--- src/rtl/perceptron_train_queue.sv ---
// In-order branch training queue: records predictions at issue, accepts out-of-order
// resolutions, and retires entries in program order as one-cycle training pulses.
module perceptron_train_queue #(
    parameter int DEPTH     = 8,
    parameter int TAG_WIDTH = $clog2(DEPTH)
) (
    input  logic                 clk,
    input  logic                 rst,
    input  logic                 alloc_valid,
    input  logic [31:0]          alloc_pc,
    input  logic                 alloc_pred,
    output logic                 alloc_ready,
    output logic [TAG_WIDTH-1:0] alloc_tag,
    input  logic                 resolve_valid,
    input  logic [TAG_WIDTH-1:0] resolve_tag,
    input  logic                 resolve_taken,
    input  logic                 flush,
    output logic                 train_en,
    output logic [31:0]          train_pc,
    output logic                 actual_taken,
    output logic                 history_update_en,
    output logic                 branch_taken,
    output logic                 mispredict,
    output logic                 resolve_err,
    output logic [TAG_WIDTH:0]   occupancy
);

    typedef enum logic [1:0] {
        FREE     = 2'd0,
        PENDING  = 2'd1,
        RESOLVED = 2'd2
    } entry_state_t;

    localparam logic [TAG_WIDTH:0]   FULL_CNT = (TAG_WIDTH + 1)'(DEPTH);
    localparam logic [TAG_WIDTH-1:0] TAG_ONE  = TAG_WIDTH'(1);

    entry_state_t         state   [DEPTH];
    logic [31:0]          pc_mem  [DEPTH];
    logic                 pred_mem[DEPTH];
    logic                 taken_mem[DEPTH];

    logic [TAG_WIDTH-1:0] head;
    logic [TAG_WIDTH-1:0] tail;
    logic [TAG_WIDTH:0]   count;

    logic full;
    logic alloc_fire_p0;
    logic resolve_ok_p0;
    logic resolve_bad_p0;
    logic retire_p0;

    always_comb begin
        full        = (count == FULL_CNT);
        alloc_ready = !full && !flush;
        alloc_tag   = tail;
        occupancy   = count;

        alloc_fire_p0  = alloc_valid && alloc_ready;
        // The tail slot is FREE whenever an alloc can fire, so a same-cycle resolve
        // of the allocating tag naturally falls into the illegal case.
        resolve_ok_p0  = resolve_valid && !flush && (state[resolve_tag] == PENDING);
        resolve_bad_p0 = resolve_valid && !flush && (state[resolve_tag] != PENDING);
        retire_p0      = (state[head] == RESOLVED);
    end

    always_ff @(posedge clk) begin
        if (rst || flush) begin
            for (int i = 0; i < DEPTH; i++) begin
                state[i] <= FREE;
            end
            head  <= '0;
            tail  <= '0;
            count <= '0;
        end else begin
            if (retire_p0) begin
                state[head] <= FREE;
                head        <= head + TAG_ONE;
            end
            if (resolve_ok_p0) begin
                state[resolve_tag] <= RESOLVED;
            end
            if (alloc_fire_p0) begin
                state[tail] <= PENDING;
                tail        <= tail + TAG_ONE;
            end
            case ({alloc_fire_p0, retire_p0})
                2'b10:   count <= count + 1'b1;
                2'b01:   count <= count - 1'b1;
                default: count <= count;
            endcase
        end
    end

    // Entry payload carries no reset; validity is tracked by state alone.
    always_ff @(posedge clk) begin
        if (alloc_fire_p0) begin
            pc_mem[tail]   <= alloc_pc;
            pred_mem[tail] <= alloc_pred;
        end
        if (resolve_ok_p0) begin
            taken_mem[resolve_tag] <= resolve_taken;
        end
    end

    // ---- stage p1: registered training pulse (survives a same-cycle flush) ----
    always_ff @(posedge clk) begin
        if (rst) begin
            train_en     <= 1'b0;
            train_pc     <= '0;
            actual_taken <= 1'b0;
            mispredict   <= 1'b0;
            resolve_err  <= 1'b0;
        end else begin
            train_en     <= retire_p0;
            train_pc     <= retire_p0 ? pc_mem[head] : 32'd0;
            actual_taken <= retire_p0 && taken_mem[head];
            mispredict   <= retire_p0 && (taken_mem[head] != pred_mem[head]);
            if (resolve_bad_p0) begin
                resolve_err <= 1'b1;
            end
        end
    end

    assign history_update_en = train_en;
    assign branch_taken      = actual_taken;

endmodule

--- config.mk ---
export PLATFORM = sky130hd
export DESIGN_NAME = perceptron_train_queue
export DESIGN_NICKNAME = d
export VERILOG_FILES = /design/src/rtl/perceptron_train_queue.sv
export SDC_FILE = /design/constraint.sdc
export NUM_CORES = 1
export LEC_CHECK = 0
export ABC_AREA = 1
export BUFFER_PORTS_ARGS = -buffer_cell sky130_fd_sc_hd__buf_2
export CAP_MARGIN = 20
export CORE_MARGIN = 2
export CORE_UTILIZATION = 30
export DETAILED_ROUTE_END_ITERATION = 10
export PLACE_DENSITY = 0.48
export SETUP_SLACK_MARGIN = 0.1
export SLEW_MARGIN = 10
export SYNTH_ARGS = -nofsm -noshare
export SYNTH_HDL_FRONTEND = slang
export SYNTH_SLANG_ARGS = --single-unit
--- constraint.sdc ---
create_clock -name clk -period 4.7 [get_ports clk]
set_input_delay 0.47 -clock clk [delete_from_list [all_inputs] [get_ports clk]]
set_output_delay 0.47 -clock clk [all_outputs]
set_load 0.02 [all_outputs]
==> impl_metrics.ini <==
[layout]
seqCellArea_mm2 = 0.00947
postLayoutCoreUtil = 0.358
final_layout_size_suffix_gt1_frac = 0.172
num_antenna_cells = 0
area_growth_pct = 17.8
fill_cells = 4181
multi_input_area_mm2 = 0.00319
nets = 1221

[sta]
rsz0062_at_grt = no
fin_crit_sh = 0.569
setup_violations = 0
tightest_slew_ns = 1.09
hold_viol_final = 0
fmax_mhz = 374
min_period_ns = 2.68
slew_viol_final = 0
tns_ns = 0
slew_headroom = 0.273
finClkSkew_ns = 0.00776

[logic_synthesis]
ys_warn_count = 0
ys_ff_latch = 337
synth_fp_nets = 1134
netlist_area_mm2 = 0.0131
syn_inst = 1087
yosysUniqueCellTypes = 40
avgSynthCellArea_um2 = 12.0
synth-seq-area-share = 0.723

[detailed_routing]
drt-pass1-iter-count = 7
vias = 8264
post_drt_wl_per_cell_um = 18.0
wl_um = 32200
avgViaCountPerCell = 4.62
drc_errors = 0
postRouteAntennaNets = 0
drtIter0Drc = 642

[worst_setup_path]
reg2reg_setup_slack_ns = 2.02
start_kind = flip-flop
cp.required_ns = 4.91
arrival_ns = 2.88
r2r_end = pc_mem[2][0]
end_kind = flip-flop
crit_fanout = 22
r2r-start = occupancy[2]
critical_path_class = flip-flop to flip-flop
reg2reg_depth = 7

[floorplanning]
die_area_mm2 = 0.0453
die_h_um = 213
start_util = 0.304
pin_count = 88
core_mm2 = 0.0431
die_x_um = 213
rows = 76

[clocking]
post_cts_resized = 0
cts.sinks = 337
tritoncts = done
clock_path_buffers = 3
cts_setup_buffers = 0
cts_buffers = 37
ctsHtreeMaxLevel = 2
cts_hold_buf = 0
insertion_delay_ns = 0.52
cts.clk_slew.worst_paths_ns = 0.06
cts_root_buf = clkbuf_16

[global_routing]
track_usage = 0.145
grt_max_degree = 97
grt-ovfl-total = 0
antenna_found_initial = 2
grt_pass1_wl_um = 49800
grt_pass1_vias = 8207

[pwr]
leakagePower_nw = 5.49
powerDensity_mw_per_mm2 = 405
power_frac_comb = 0.020
clockPowerShare = 0.459
power_frac_seq = 0.521
p_sw_mw = 1.26
internal_power_mw = 4.98
switching_share = 0.202
ir_drop_v = 0.000204

[placement]
place.gp.congestion = 0.777
hpwl_um = 19000
port_buffers = 87

[status]
status = completed

[min_path]
hold_path_depth = 2
hold_class = input pin to flip-flop
min_from = rst
holdPathEnd = resolve_err

[run]
drv_cap = 0
-- sequential cells by signal, summed over array words and instances, names as in the netlist, named ones only --
signal and flops:
train_pc 32, head 3, pc_mem 256, state 16, mispredict 1, taken_mem 8, actual_taken 1, resolve_err 1
alloc_tag 3, pred_mem 8, occupancy 4, history_update_en 1
-- logic make-up (layout without fill, tap and decap cells) --
family,Yosys count,in the layout,synth area share
and+or+nand+nor,421,421,0.136
DFF,337,337,0.723
AOI/OAI and AO/OA,213,213,0.0954
buffers and inverters,107,222,0.0376
adders and majority gates,5,5,0.00478
xor gates and xnor gates,4,4,0.00268
-- worst max-delay path, cell delays in order, from the launching register on --
cell	delay, ns
dfxtp_1	0.38
inv_1	0.11
a41oi_2	0.21
nand2_2	0.15
inv_2	0.10
nand2_1	0.24
nor2_4	0.78
buf_4	0.38
-- power by group through the flow --
stage	registers, mW	clock network, mW	logic [mW]
2_1_floorplan	3.32	0	0.0520
3_3_place_gp	3.31	0	0.125
3_5_place_dp	3.31	0	0.127
4_1_cts	3.25	2.95	0.127
5_1_grt	3.25	3.06	0.140
6_report	3.25	2.87	0.124
-- worst max path at each step --
| stage | start | endpoint | slack, ns | cells past startpoint |
|---|---|---|---|---|
| final | occupancy[2] | pc_mem[2][0] | 2.02 | 7 |
| after global routing | flip-flop | occupancy[2] | 1.85 | 12 |
| after CTS | head[0] | train_pc[22] | 1.89 | 6 |
| after detailed placement | flush | pc_mem[2][21] | 1.84 | 7 |
| after global placement | flush | pc_mem[2][0] | 1.88 | 7 |
| after floorplan | occupancy[2] | state[0][1] | 1.53 | 9 |
-- cell usage after synthesis --
cell type	instances	area, um^2
nand4_2	1	12.5
ha_1	5	62.6
o21ai_0	143	716
nand3_4	1	17.5
nand3_1	23	115
nand4_1	7	43.8
edfxtp_1	272	8170
o32ai_1	1	8.76
dfxtp_1	65	1300
o221ai_1	3	26.3
a41oi_1	31	272
o22ai_1	1	6.26
xnor2_1	2	17.5
clkbuf_1	22	82.6
nor2_8	1	20.0
nand2_2	4	25.0
inv_1	42	158
or2_2	1	6.26
o21bai_1	1	7.51
a21oi_1	21	105
a31oi_1	1	6.26
nand3_2	2	20.0
nor3_1	9	45.0
nand2_4	3	33.8
buf_2	13	65.1
buf_4	5	37.5
clkinv_1	1	3.75
o21a_1	2	15.0
xor2_1	2	17.5
a41oi_2	1	16.3
nand2_1	54	203
buf_1	7	26.3
clkinv_2	2	10.0
inv_2	8	30.0
nor2_2	7	43.8
a21oi_2	8	70.1
nand3b_1	6	45.0
nand4_4	1	21.3
buf_6	7	78.8
nor2_1	301	1130
-- routing by layer --
layer	track usage	wire length, um	vias up
met5	0	13	-
met4	0.0441	688	2
met3	0.0257	1530	50
met2	0.241	15500	183
met1	0.192	14500	4021
li1	-	-	4008
-- final cells by class --
cell class | count | area share
Clock buffer | 51 | 0.0695
Timing Repair Buffer | 102 | 0.0403
Multi-Input combinational cell | 643 | 0.207
Tap cell | 585 | 0.0475
Sequential cell | 337 | 0.614
Inverter | 53 | 0.0131
Clock inverter | 16 | 0.00852
-- cells in the final DEF, fill, tap and decap left out, types with 2 or more instances in the layout --
cell type,netlist,routed
clkbuf_16,0,39
inv_1,42,42
xnor2_1,2,2
a21oi_2,8,8
buf_16,0,3
nor3_1,9,9
nor2_2,7,7
o221ai_1,3,3
nor2_4,0,8
nand4_1,7,7
clkbuf_8,0,5
nor2_1,301,293
nand3_2,2,2
clkbuf_1,22,7
o21a_1,2,2
nand2_2,4,4
xor2_1,2,2
clkinv_1,1,5
inv_2,8,7
bufinv_16,0,2
buf_4,5,11
ha_1,5,5
a21oi_1,21,21
nand2_1,54,54
edfxtp_1,272,272
buf_2,13,87
nand3b_1,6,6
nand2_4,3,3
o21ai_0,143,143
nand3_1,23,23
a41oi_1,31,31
clkinv_2,2,11
dfxtp_1,65,64
-- through the flow --
step | area (um^2) | worst slack [ns] | hold slack [ns] | power [mW] | cells
floorplan | 13100 | 1.53 | 0.450 | 3.37 | 1087
global placement | 14100 | 1.88 | 0.452 | 3.44 | 1717
detailed placement | 14200 | 1.84 | 0.455 | 3.44 | 1719
CTS | 15400 | 1.89 | 0.118 | 6.32 | 1786
global route | 15400 | 1.85 | 0.137 | 6.45 | 1787
finish | 15400 | 2.02 | 0.146 | 6.24 | 1787
Power figures use the tool's default switching activity.
